$ cat src/rtl/conv_seq.sv
// conv_seq: fetches image and kernel from synchronous-read buffers, streams them into conv in
// row-major beats with a zero delimiter per row, waits out compute and forwards the results.
module conv_seq #(
  parameter int unsigned DW         = 8,
  parameter int unsigned OW         = 16,
  parameter int unsigned DIMW       = 4,
  parameter int unsigned SETTLE_CYC = 2
) (
  input  logic              clk,
  input  logic              rst,
  input  logic              start,
  input  logic [DIMW-1:0]   in_row,
  input  logic [DIMW-1:0]   in_col,
  input  logic [DIMW-1:0]   ker_row,
  input  logic [DIMW-1:0]   ker_col,
  output logic              busy,
  output logic              done,
  output logic              cfg_err,
  output logic              img_rd,
  output logic [2*DIMW-1:0] img_addr,
  input  logic [DW-1:0]     img_rdata,
  output logic              ker_rd,
  output logic [2*DIMW-1:0] ker_addr,
  input  logic [DW-1:0]     ker_rdata,
  output logic [DW-1:0]     conv_in_matrix,
  output logic [DW-1:0]     conv_kernel,
  output logic [DIMW-1:0]   conv_in_row,
  output logic [DIMW-1:0]   conv_in_col,
  output logic [DIMW-1:0]   conv_ker_row,
  output logic [DIMW-1:0]   conv_ker_col,
  input  logic [OW-1:0]     conv_out,
  output logic              res_valid,
  output logic [OW-1:0]     res_data,
  output logic [DIMW-1:0]   res_row,
  output logic [DIMW-1:0]   res_col
);

  localparam int unsigned    SW  = (SETTLE_CYC > 1) ? $clog2(SETTLE_CYC) : 1;
  localparam logic [DIMW-1:0] One = DIMW'(1);

  typedef enum logic [2:0] {StIdle, StLdImg, StLdKer, StSettle, StCompute, StDrain} state_e;

  state_e          state_q, state_d;
  logic [DIMW-1:0] row_q, row_d, col_q, col_d, k_q, k_d, l_q, l_d;
  logic [SW-1:0]   settle_q, settle_d;
  logic            done_q, done_d, cfg_err_q, cfg_err_d;
  // *_beat_q: a beat was issued last cycle; *_fetch_q: that beat read the buffer (else delimiter)
  logic            img_beat_q, img_beat_d, img_fetch_q, img_fetch_d;
  logic            ker_beat_q, ker_beat_d, ker_fetch_q, ker_fetch_d;
  logic            latch;
  logic            cfg_bad;
  logic [DIMW-1:0] out_rows, out_cols;

  assign cfg_bad = (in_row == '0) || (in_col == '0) || (ker_row == '0) || (ker_col == '0) ||
                   (ker_row > in_row) || (ker_col > in_col);
  assign out_rows = conv_in_row - conv_ker_row + One;
  assign out_cols = conv_in_col - conv_ker_col + One;

  assign busy    = (state_q != StIdle);
  assign done    = done_q;
  assign cfg_err = cfg_err_q;

  always_ff @(posedge clk) begin
    if (rst) begin
      state_q        <= StIdle;
      row_q          <= '0;
      col_q          <= '0;
      k_q            <= '0;
      l_q            <= '0;
      settle_q       <= '0;
      done_q         <= 1'b0;
      cfg_err_q      <= 1'b0;
      img_beat_q     <= 1'b0;
      img_fetch_q    <= 1'b0;
      ker_beat_q     <= 1'b0;
      ker_fetch_q    <= 1'b0;
      conv_in_matrix <= '0;
      conv_kernel    <= '0;
      conv_in_row    <= '0;
      conv_in_col    <= '0;
      conv_ker_row   <= '0;
      conv_ker_col   <= '0;
    end else begin
      state_q     <= state_d;
      row_q       <= row_d;
      col_q       <= col_d;
      k_q         <= k_d;
      l_q         <= l_d;
      settle_q    <= settle_d;
      done_q      <= done_d;
      cfg_err_q   <= cfg_err_d;
      img_beat_q  <= img_beat_d;
      img_fetch_q <= img_fetch_d;
      ker_beat_q  <= ker_beat_d;
      ker_fetch_q <= ker_fetch_d;
      if (latch) begin
        conv_in_row  <= in_row;
        conv_in_col  <= in_col;
        conv_ker_row <= ker_row;
        conv_ker_col <= ker_col;
      end
      if (img_beat_q) conv_in_matrix <= img_fetch_q ? img_rdata : '0;
      if (ker_beat_q) conv_kernel <= ker_fetch_q ? ker_rdata : '0;
    end
  end

  always_comb begin
    state_d     = state_q;
    row_d       = row_q;
    col_d       = col_q;
    k_d         = k_q;
    l_d         = l_q;
    settle_d    = settle_q;
    done_d      = 1'b0;
    cfg_err_d   = 1'b0;
    img_beat_d  = 1'b0;
    img_fetch_d = 1'b0;
    ker_beat_d  = 1'b0;
    ker_fetch_d = 1'b0;
    latch       = 1'b0;
    img_rd      = 1'b0;
    img_addr    = '0;
    ker_rd      = 1'b0;
    ker_addr    = '0;
    res_valid   = 1'b0;
    res_data    = '0;
    res_row     = '0;
    res_col     = '0;

    unique case (state_q)
      StIdle: begin
        // A start coinciding with the done pulse is dropped.
        if (start && !done_q) begin
          if (cfg_bad) begin
            done_d    = 1'b1;
            cfg_err_d = 1'b1;
          end else begin
            latch   = 1'b1;
            state_d = StLdImg;
            row_d   = '0;
            col_d   = '0;
            k_d     = '0;
            l_d     = '0;
          end
        end
      end
      StLdImg: begin
        img_beat_d = 1'b1;
        if (col_q != conv_in_col) begin
          img_rd      = 1'b1;
          img_addr    = {row_q, col_q};
          img_fetch_d = 1'b1;
          col_d       = col_q + One;
        end else begin
          col_d = '0;
          row_d = row_q + One;
          if (row_q == conv_in_row - One) begin
            row_d   = '0;
            state_d = StLdKer;
          end
        end
      end
      StLdKer: begin
        ker_beat_d = 1'b1;
        if (col_q != conv_ker_col) begin
          ker_rd      = 1'b1;
          ker_addr    = {row_q, col_q};
          ker_fetch_d = 1'b1;
          col_d       = col_q + One;
        end else begin
          col_d = '0;
          row_d = row_q + One;
          if (row_q == conv_ker_row - One) begin
            row_d    = '0;
            settle_d = '0;
            state_d  = (SETTLE_CYC == 0) ? StCompute : StSettle;
          end
        end
      end
      StSettle: begin
        settle_d = settle_q + SW'(1);
        if (settle_q == SW'(SETTLE_CYC - 1)) state_d = StCompute;
      end
      StCompute: begin
        // Nest order (outer to inner): output row, output col, kernel row, kernel col + delimiter.
        l_d = l_q + One;
        if (l_q == conv_ker_col) begin
          l_d = '0;
          k_d = k_q + One;
          if (k_q == conv_ker_row - One) begin
            k_d   = '0;
            col_d = col_q + One;
            if (col_q == out_cols - One) begin
              col_d = '0;
              row_d = row_q + One;
              if (row_q == out_rows - One) begin
                row_d   = '0;
                state_d = StDrain;
              end
            end
          end
        end
      end
      StDrain: begin
        res_valid = 1'b1;
        res_data  = conv_out;
        res_row   = row_q;
        res_col   = col_q;
        col_d     = col_q + One;
        if (col_q == out_cols - One) begin
          col_d = '0;
          row_d = row_q + One;
          if (row_q == out_rows - One) begin
            row_d   = '0;
            state_d = StIdle;
            done_d  = 1'b1;
          end
        end
      end
      default: state_d = StIdle;
    endcase
  end

endmodule

$ cat config.mk
export PLATFORM = sky130hd
export DESIGN_NAME = conv_seq
export DESIGN_NICKNAME = d
export VERILOG_FILES = /design/src/rtl/conv_seq.sv
export SDC_FILE = /design/constraint.sdc
export NUM_CORES = 1
export LEC_CHECK = 0
export BUFFER_PORTS_ARGS = -buffer_cell sky130_fd_sc_hd__buf_2
export CAP_MARGIN = 10
export CORE_MARGIN = 2
export CORE_UTILIZATION = 25
export CTS_CLUSTER_DIAMETER = 60
export DETAILED_ROUTE_END_ITERATION = 8
export GPL_TIMING_DRIVEN = 0
export HOLD_SLACK_MARGIN = 0.05
export PLACE_DENSITY = 0.43
export SLEW_MARGIN = 20
export SYNTH_ARGS = -nofsm -noshare
export SYNTH_HDL_FRONTEND = slang
export SYNTH_SLANG_ARGS = --single-unit
$ cat constraint.sdc
create_clock -name clk -period 3.75 [get_ports clk]
set_clock_uncertainty 0.1 [all_clocks]
set_input_delay 0.5625 -clock clk [delete_from_list [all_inputs] [get_ports clk]]
set_output_delay 0.5625 -clock clk [all_outputs]
set_load 0.005 [all_outputs]
Word level (Yosys, flattened, before mapping)
Cells that the tools add are included.
{"block": "word_totals", "out_inout_bits": 78, "reg_bits": 58}
{"block": "op_classes", "n_bitwise": 1, "n_reduce_logical": 23, "n_lt_le_gt_ge": 2, "n_eq_ne": 26, "add_sub_neg": 13, "muxes": 63}
{"cell": "$mux W4", "count": 20}
{"cell": "$mux W8", "count": 6}
{"cell": "$pmux W4 S5", "count": 2}
{"cell": "$mux W3", "count": 13}
{"cell": "$ne A2 B2 Y1 const B", "count": 13}
{"cell": "$add A4 B1 Y4 const B", "count": 6}
{"cell": "$eq A4 B4 Y1", "count": 6}
{"cell": "$pmux W3 S6", "count": 1}
{"cell": "$logic_not A4 Y1", "count": 4}
{"cell": "$mux W1", "count": 16}
{"cell": "$mux W16", "count": 1}
{"cell": "$pmux W4 S2", "count": 2}
{"cell": "$sub A4 B1 Y4 const B", "count": 4}
{"cell": "$reduce_and A13 Y1", "count": 1}
{"cell": "$gt A4 B4 Y1", "count": 2}
{"cell": "$ne A4 B4 Y1", "count": 2}
{"cell": "$sub A4 B4 Y4", "count": 2}
{"cell": "$reduce_and A7 Y1", "count": 1}
{"cell": "$eq A3 B2 Y1 const B", "count": 2}
{"cell": "$eq A3 B3 Y1 const B", "count": 2}
{"cell": "$reduce_and A3 Y1", "count": 2}
{"cell": "$logic_or A1 B1 Y1", "count": 5}
{"cell": "$reduce_and A5 Y1", "count": 1}
{"cell": "$reduce_bool A5 Y1", "count": 1}
{"cell": "11 further kinds", "count": 13}

Logic depth before layout (Yosys ltp)
{"block": "logic_depth", "depth_word": 9, "depth_mapped": 12}

Least setup slack after synthesis
No wires, ideal clock.
{"block": "synth_timing", "path_type": "input to register", "from": "in in_row[2]", "to": "reg col_q[3]", "arrival_ns": 2.583, "cell_stages": 9, "path_buffers": 0, "path_slack_ns": 0.993, "cell_sequence": "inv_1 -> ha_1 -> and3b_1 -> a2111oi_2 -> o32ai_1 -> o21ai_2 -> nand3_2 -> or4b_1 -> a31oi_1"}
{"block": "synth_between", "elab_chain_cells": 8, "word_cells_on_any_way": 9, "classes_between": "order compare (1); eq/ne (1); reduce/logical (7)"}
{"element": "start: declaration", "line": "12", "source": "input logic [DIMW-1:0] in_row,"}
{"element": "parallel branches: the longest is 4 deep, another holds $gt A4 B4 Y1"}
{"element": "$logic_or A1 B1 Y1 (*)", "line": "54", "source": "assign cfg_bad = (in_row == '0) || (in_col == '0) || (ker_row == '0) || (ker_col == '0) ||"}
{"element": "$logic_or A1 B1 Y1 (*)", "line": "55", "source": "(ker_row > in_row) || (ker_col > in_col);"}
{"element": "$ne A2 B2 Y1 (no source line) (*)"}
{"element": "$reduce_and A5 Y1 (no source line) (*)"}
{"element": "end signal: assignment", "line": "86", "source": "col_q <= col_d;"}
{"element": "end: declaration", "line": "44", "source": "logic [DIMW-1:0] row_q, row_d, col_q, col_d, k_q, k_d, l_q, l_d;"}
Mark *: on every way between the ends.
A chain may end at the register's enable or synchronous reset.

Worst setup path after layout
{"block": "layout_timing", "from": "reg conv_ker_row[0]", "to": "reg state_q[0]"}
{"block": "layout_between", "elab_chain_cells": 6, "word_cells_on_any_way": 12, "classes_between": "add/sub (4); eq/ne (7); reduce/logical (1)"}
{"element": "start: declaration", "line": "29", "source": "output logic [DIMW-1:0] conv_ker_row,"}
{"element": "start signal: assignment", "line": "99", "source": "conv_ker_row <= ker_row;"}
{"element": "$sub A4 B4 Y4", "line": "56", "source": "assign out_rows = conv_in_row - conv_ker_row + One;"}
{"element": "$add A4 B1 Y4", "line": "56"}
{"element": "$sub A4 B1 Y4", "line": "196, 213"}
{"element": "$eq A4 B4 Y1", "line": "196, 213"}
{"element": "$ne A2 B2 Y1 (no source line)"}
{"element": "$reduce_and A13 Y1 (no source line) (*)"}
{"element": "end signal: assignment", "line": "65", "source": "state_q <= StIdle;"}
{"element": "end signal: assignment", "line": "84", "source": "state_q <= state_d;"}
{"element": "end: declaration", "line": "43", "source": "state_e state_q, state_d;"}
Mark *: on every way between the ends. The rest lies on a longest branch, timed or not.

==> reports/summary.md <==
For the worst path arrival time, the log shows 3.28 ns. The tools report the floorplan row count as 44. For the pin with the worst max-slew slack, the measured transition is 0.9242 ns.

The total detailed-routing wirelength is 11.37 mm. The final design utilization came out at 33.79%. Global routing used 13.88% of the available tracks. Derived from the worst setup path, the maximum achievable clock frequency is 320.0 MHz. In the synthesized netlist the async set-or-reset flop fraction comes to 0%.

Full die area: 16080 um^2. For the net count after synthesis, the log shows 515. The hold-critical path depth works out to 3.

The ratio of final minimum period to clock period was 83.34%; the count of unresolved DRC violations after routing was 0. The largest fanout of any net on the critical path came out at 10. The run gives 0 as the post-cts repair resize count.

The most numerous cell in the Yosys netlist was dfxtp_1. The number of buffer cells added on primary ports is 128. At the later pin of the worst-skew pair, clock insertion delay measures 0.32 ns. The number of hold violations in the final report was 0. Global routing finished with a remaining overflow of 0. The run finished with clean final reports.

The worst setup path is captured at a flop. In the synthesized netlist the dominant register cell turns out to be dfxtp_1. The dominant cell type by count on the critical path was xnor2_1. The clock period minus worst slack is 3.125 ns, and the count of non-filler cells in the finished layout is 770. For this design the static power due to leakage is 2.221 nW.

The height of the die came out at 126.8 um. The commonest cells after synthesis are dfxtp_1 (58), nor2_1 (53), and2_1 (41), inv_1 (28). The number of antenna diodes in the final layout is 0. For the number of max-capacitance violations reported, the log shows 0.

In this run the register-to-register setup slack is 0.62 ns. The worst path required time came out at 3.90 ns. The number of failing setup endpoints in the final timing report came out at 0. Setup repair after global routing left no endpoint under its margin. The residual antenna-violating net count after detailed routing was 0; the share of final-layout standard cells stronger than drive strength 1 was 29.52%. The congestion estimate from routability-driven global placement came to 0.8261. The worst hold path class is input port to flop.

The final layout contains 654 nets. The CTS clock-pin slew for the worst setup and hold paths is 0.05 ns. The area added between synthesis and finish works out to 31.22%. In this run the clock root is driven by a clkbuf_16. TritonCTS built the clock tree. The run gives 754 as the placed cell count.

For the via count of the first global-routing pass, the log shows 3298. The number of antenna violations at the first check in global routing is 0. The H-tree was split into 3 levels. The power density over the cells was 463.6 nW/um^2; the effective utilization at floorplan was 25.75%. In the final routed layout, each cell accounts on average for 14.77 um. The largest area contributor in the netlist was dfxtp_1.

The total area inside the core boundary comes to 14640 um^2. The critical path goes through ha_1 > inv_1 > fa_1 > xnor2_1 > xnor2_1 > nand3_1 > nor3b_1 > o21bai_4 > or4_1 > a21oi_1. Number of pins with negative max-slew slack in the final report: 0. In the synthesized netlist, the number of instances is 442. The number of setup buffers added after CTS is 0. The logs give 0 for the cts-stage hold buffer count and 64 for the number of library cell types mapped by synthesis. The worst register-to-register path has a depth of 10. After synthesis, the largest area contributor takes up 30.79% of total cell area. The die is 126.8 um wide.

Entering global routing, the biggest net connects 11 pins. Yosys attributes the largest share of cell area to dfxtp_1 (31%), and2_1 (6.8%), ha_1 (6.6%), xnor2_1 (6.0%), nor2_1 (5.3%). First-pass detailed-route iteration total: 6. Yosys mapped a number of flops with a built-in enable equal to 0. The first global-routing pass estimated 17.66 mm of wire. Headroom to the max-slew limit came out at 37.82%. The highest cell delay on the worst timing path was 0.53 ns; the average footprint of a synthesized cell was 8.532 um^2.

Routed via count: 3552. The clock drives 58 sinks. The tools report the type of element launching the critical path as a flop. The run gives 225.0 uV as the worst-case vdd ir drop. The boundary pin count is 129. The ratio of routed vias to standard cells is 4.613. The largest individual stage delay along the critical path comes from the cell dfxtp_1. Fill cells in the final layout number 1571.

The Yosys step of the flow raised 0 warnings. The count of state elements after synthesis is 58. The share of the Yosys chip area taken by registers is 30.79%. After the first detailed-routing iteration, the DRC count stood at 191. The logs give 2 for the number of buffers between clock root and the deepest sink and 3771 um^2 for the cell area after synthesis. The run gives 9 as the total clock buffers created by CTS.

Startpoint-to-endpoint class of the critical path: flop to flop. For the final routed database, the setup TNS stands at 0 ns. Once detailed placement completed, the half-perimeter wirelength came to 8.925 mm.
==> cell families after synthesis <==
kind of cell	Yosys count	synth area share, %
compound gates	69	13.84
xor+xnor	39	10.15
fa+ha+maj	22	7.697
buf+inv	50	5.740
flops	58	30.79
mux	19	5.043
simple gates	185	26.74
==> where the power goes <==
part	internal (W)	switching (W)	leakage [nW]
registers	0.000659	0.0000556	0.469
clock network	0.000549	0.000283	0.145
logic	0.000308	0.000440	1.61
total	0.00152	0.000779	2.22
==> worst max-delay path, delay by kind of cell (launching register included) <==
kind                       cells  cell delay (ns)
and+or+nand+nor                3             1.10
adders and majority gates      2             0.61
DFF                            1             0.53
xor gates and xnor gates       2             0.35
AOI/OAI and AO/OA              2             0.31
buffers and inverters          1             0.06
==> flip-flops by register name, indices dropped and copies added (netlist names) <==
signal          flops
row_q               4
conv_ker_col        4
done                1
l_q                 4
ker_fetch_q         1
img_beat_q          1
cfg_err             1
ker_beat_q          1
conv_kernel         8
conv_in_matrix      8
conv_in_row         4
conv_ker_row        4
conv_in_col         4
k_q                 4
col_q               4
settle_q            1
img_fetch_q         1
state_q             3
==> layer usage <==
| layer | routed length (um) | track usage [%] |
|---|---|---|
| met5 | 0 | 0 |
| met2 | 5167 | 22.49 |
| met4 | 94 | 3.426 |
| met3 | 630 | 3.880 |
| met1 | 5481 | 18.30 |
==> final timing paths <==
| path | from | end |
|---|---|---|
| worst min register to register | settle_q | settle_q |
| worst max register to register | conv_ker_row[0] | state_q[0] |
| worst max-delay path | conv_ker_row[0] | state_q[0] |
| worst min-delay path | ker_rdata[6] | conv_kernel[6] |
==> layout make-up <==
cell class / count / area [um^2] / share of cell area [%]
inverter: 28 / 105.1 / 2.124
sequential: 58 / 1161 / 23.46
clock inverter: 4 / 50.05 / 1.011
tap: 184 / 230.2 / 4.652
buffer: 22 / 111.4 / 2.250
clock buffer: 12 / 256.5 / 5.183
multi-input combinational: 334 / 2394 / 48.37
timing repair buffer: 128 / 640.6 / 12.95
==> cells in the final DEF (no fill, tap or decap), types with 3 or more instances in the layout <==
cell type / instances
or3_1: 3
buf_2: 133
xor2_1: 9
a31oi_1: 3
nor2b_1: 19
nor3_1: 12
o21ai_0: 9
o41ai_1: 3
a21oi_1: 26
ha_1: 20
o32ai_1: 3
nand3_1: 12
dfxtp_1: 58
nand2_1: 14
mux2i_1: 19
a22oi_1: 4
xnor2_1: 26
nor4_1: 6
buf_6: 3
clkbuf_1: 13
inv_1: 28
nor2_1: 53
nand4_1: 3
a21boi_0: 3
and2_1: 41
clkbuf_16: 9
==> through the flow <==
| step | total power, W | setup slack (ns) | hold WS [ns] | area, um^2 |
|---|---|---|---|---|
| after floorplan | 0.001256 | 0.9929 | 0.3500 | 3771 |
| after global placement | 0.001473 | 0.4853 | 0.3652 | 4642 |
| after global routing | 0.002432 | 0.3883 | 0.3709 | 4949 |
| after CTS | 0.002328 | 0.5568 | 0.3591 | 4949 |
| final | 0.002294 | 0.6247 | 0.3673 | 4949 |
| after detailed placement | 0.001479 | 0.4245 | 0.3781 | 4642 |
Power figures use the tool's default switching activity.
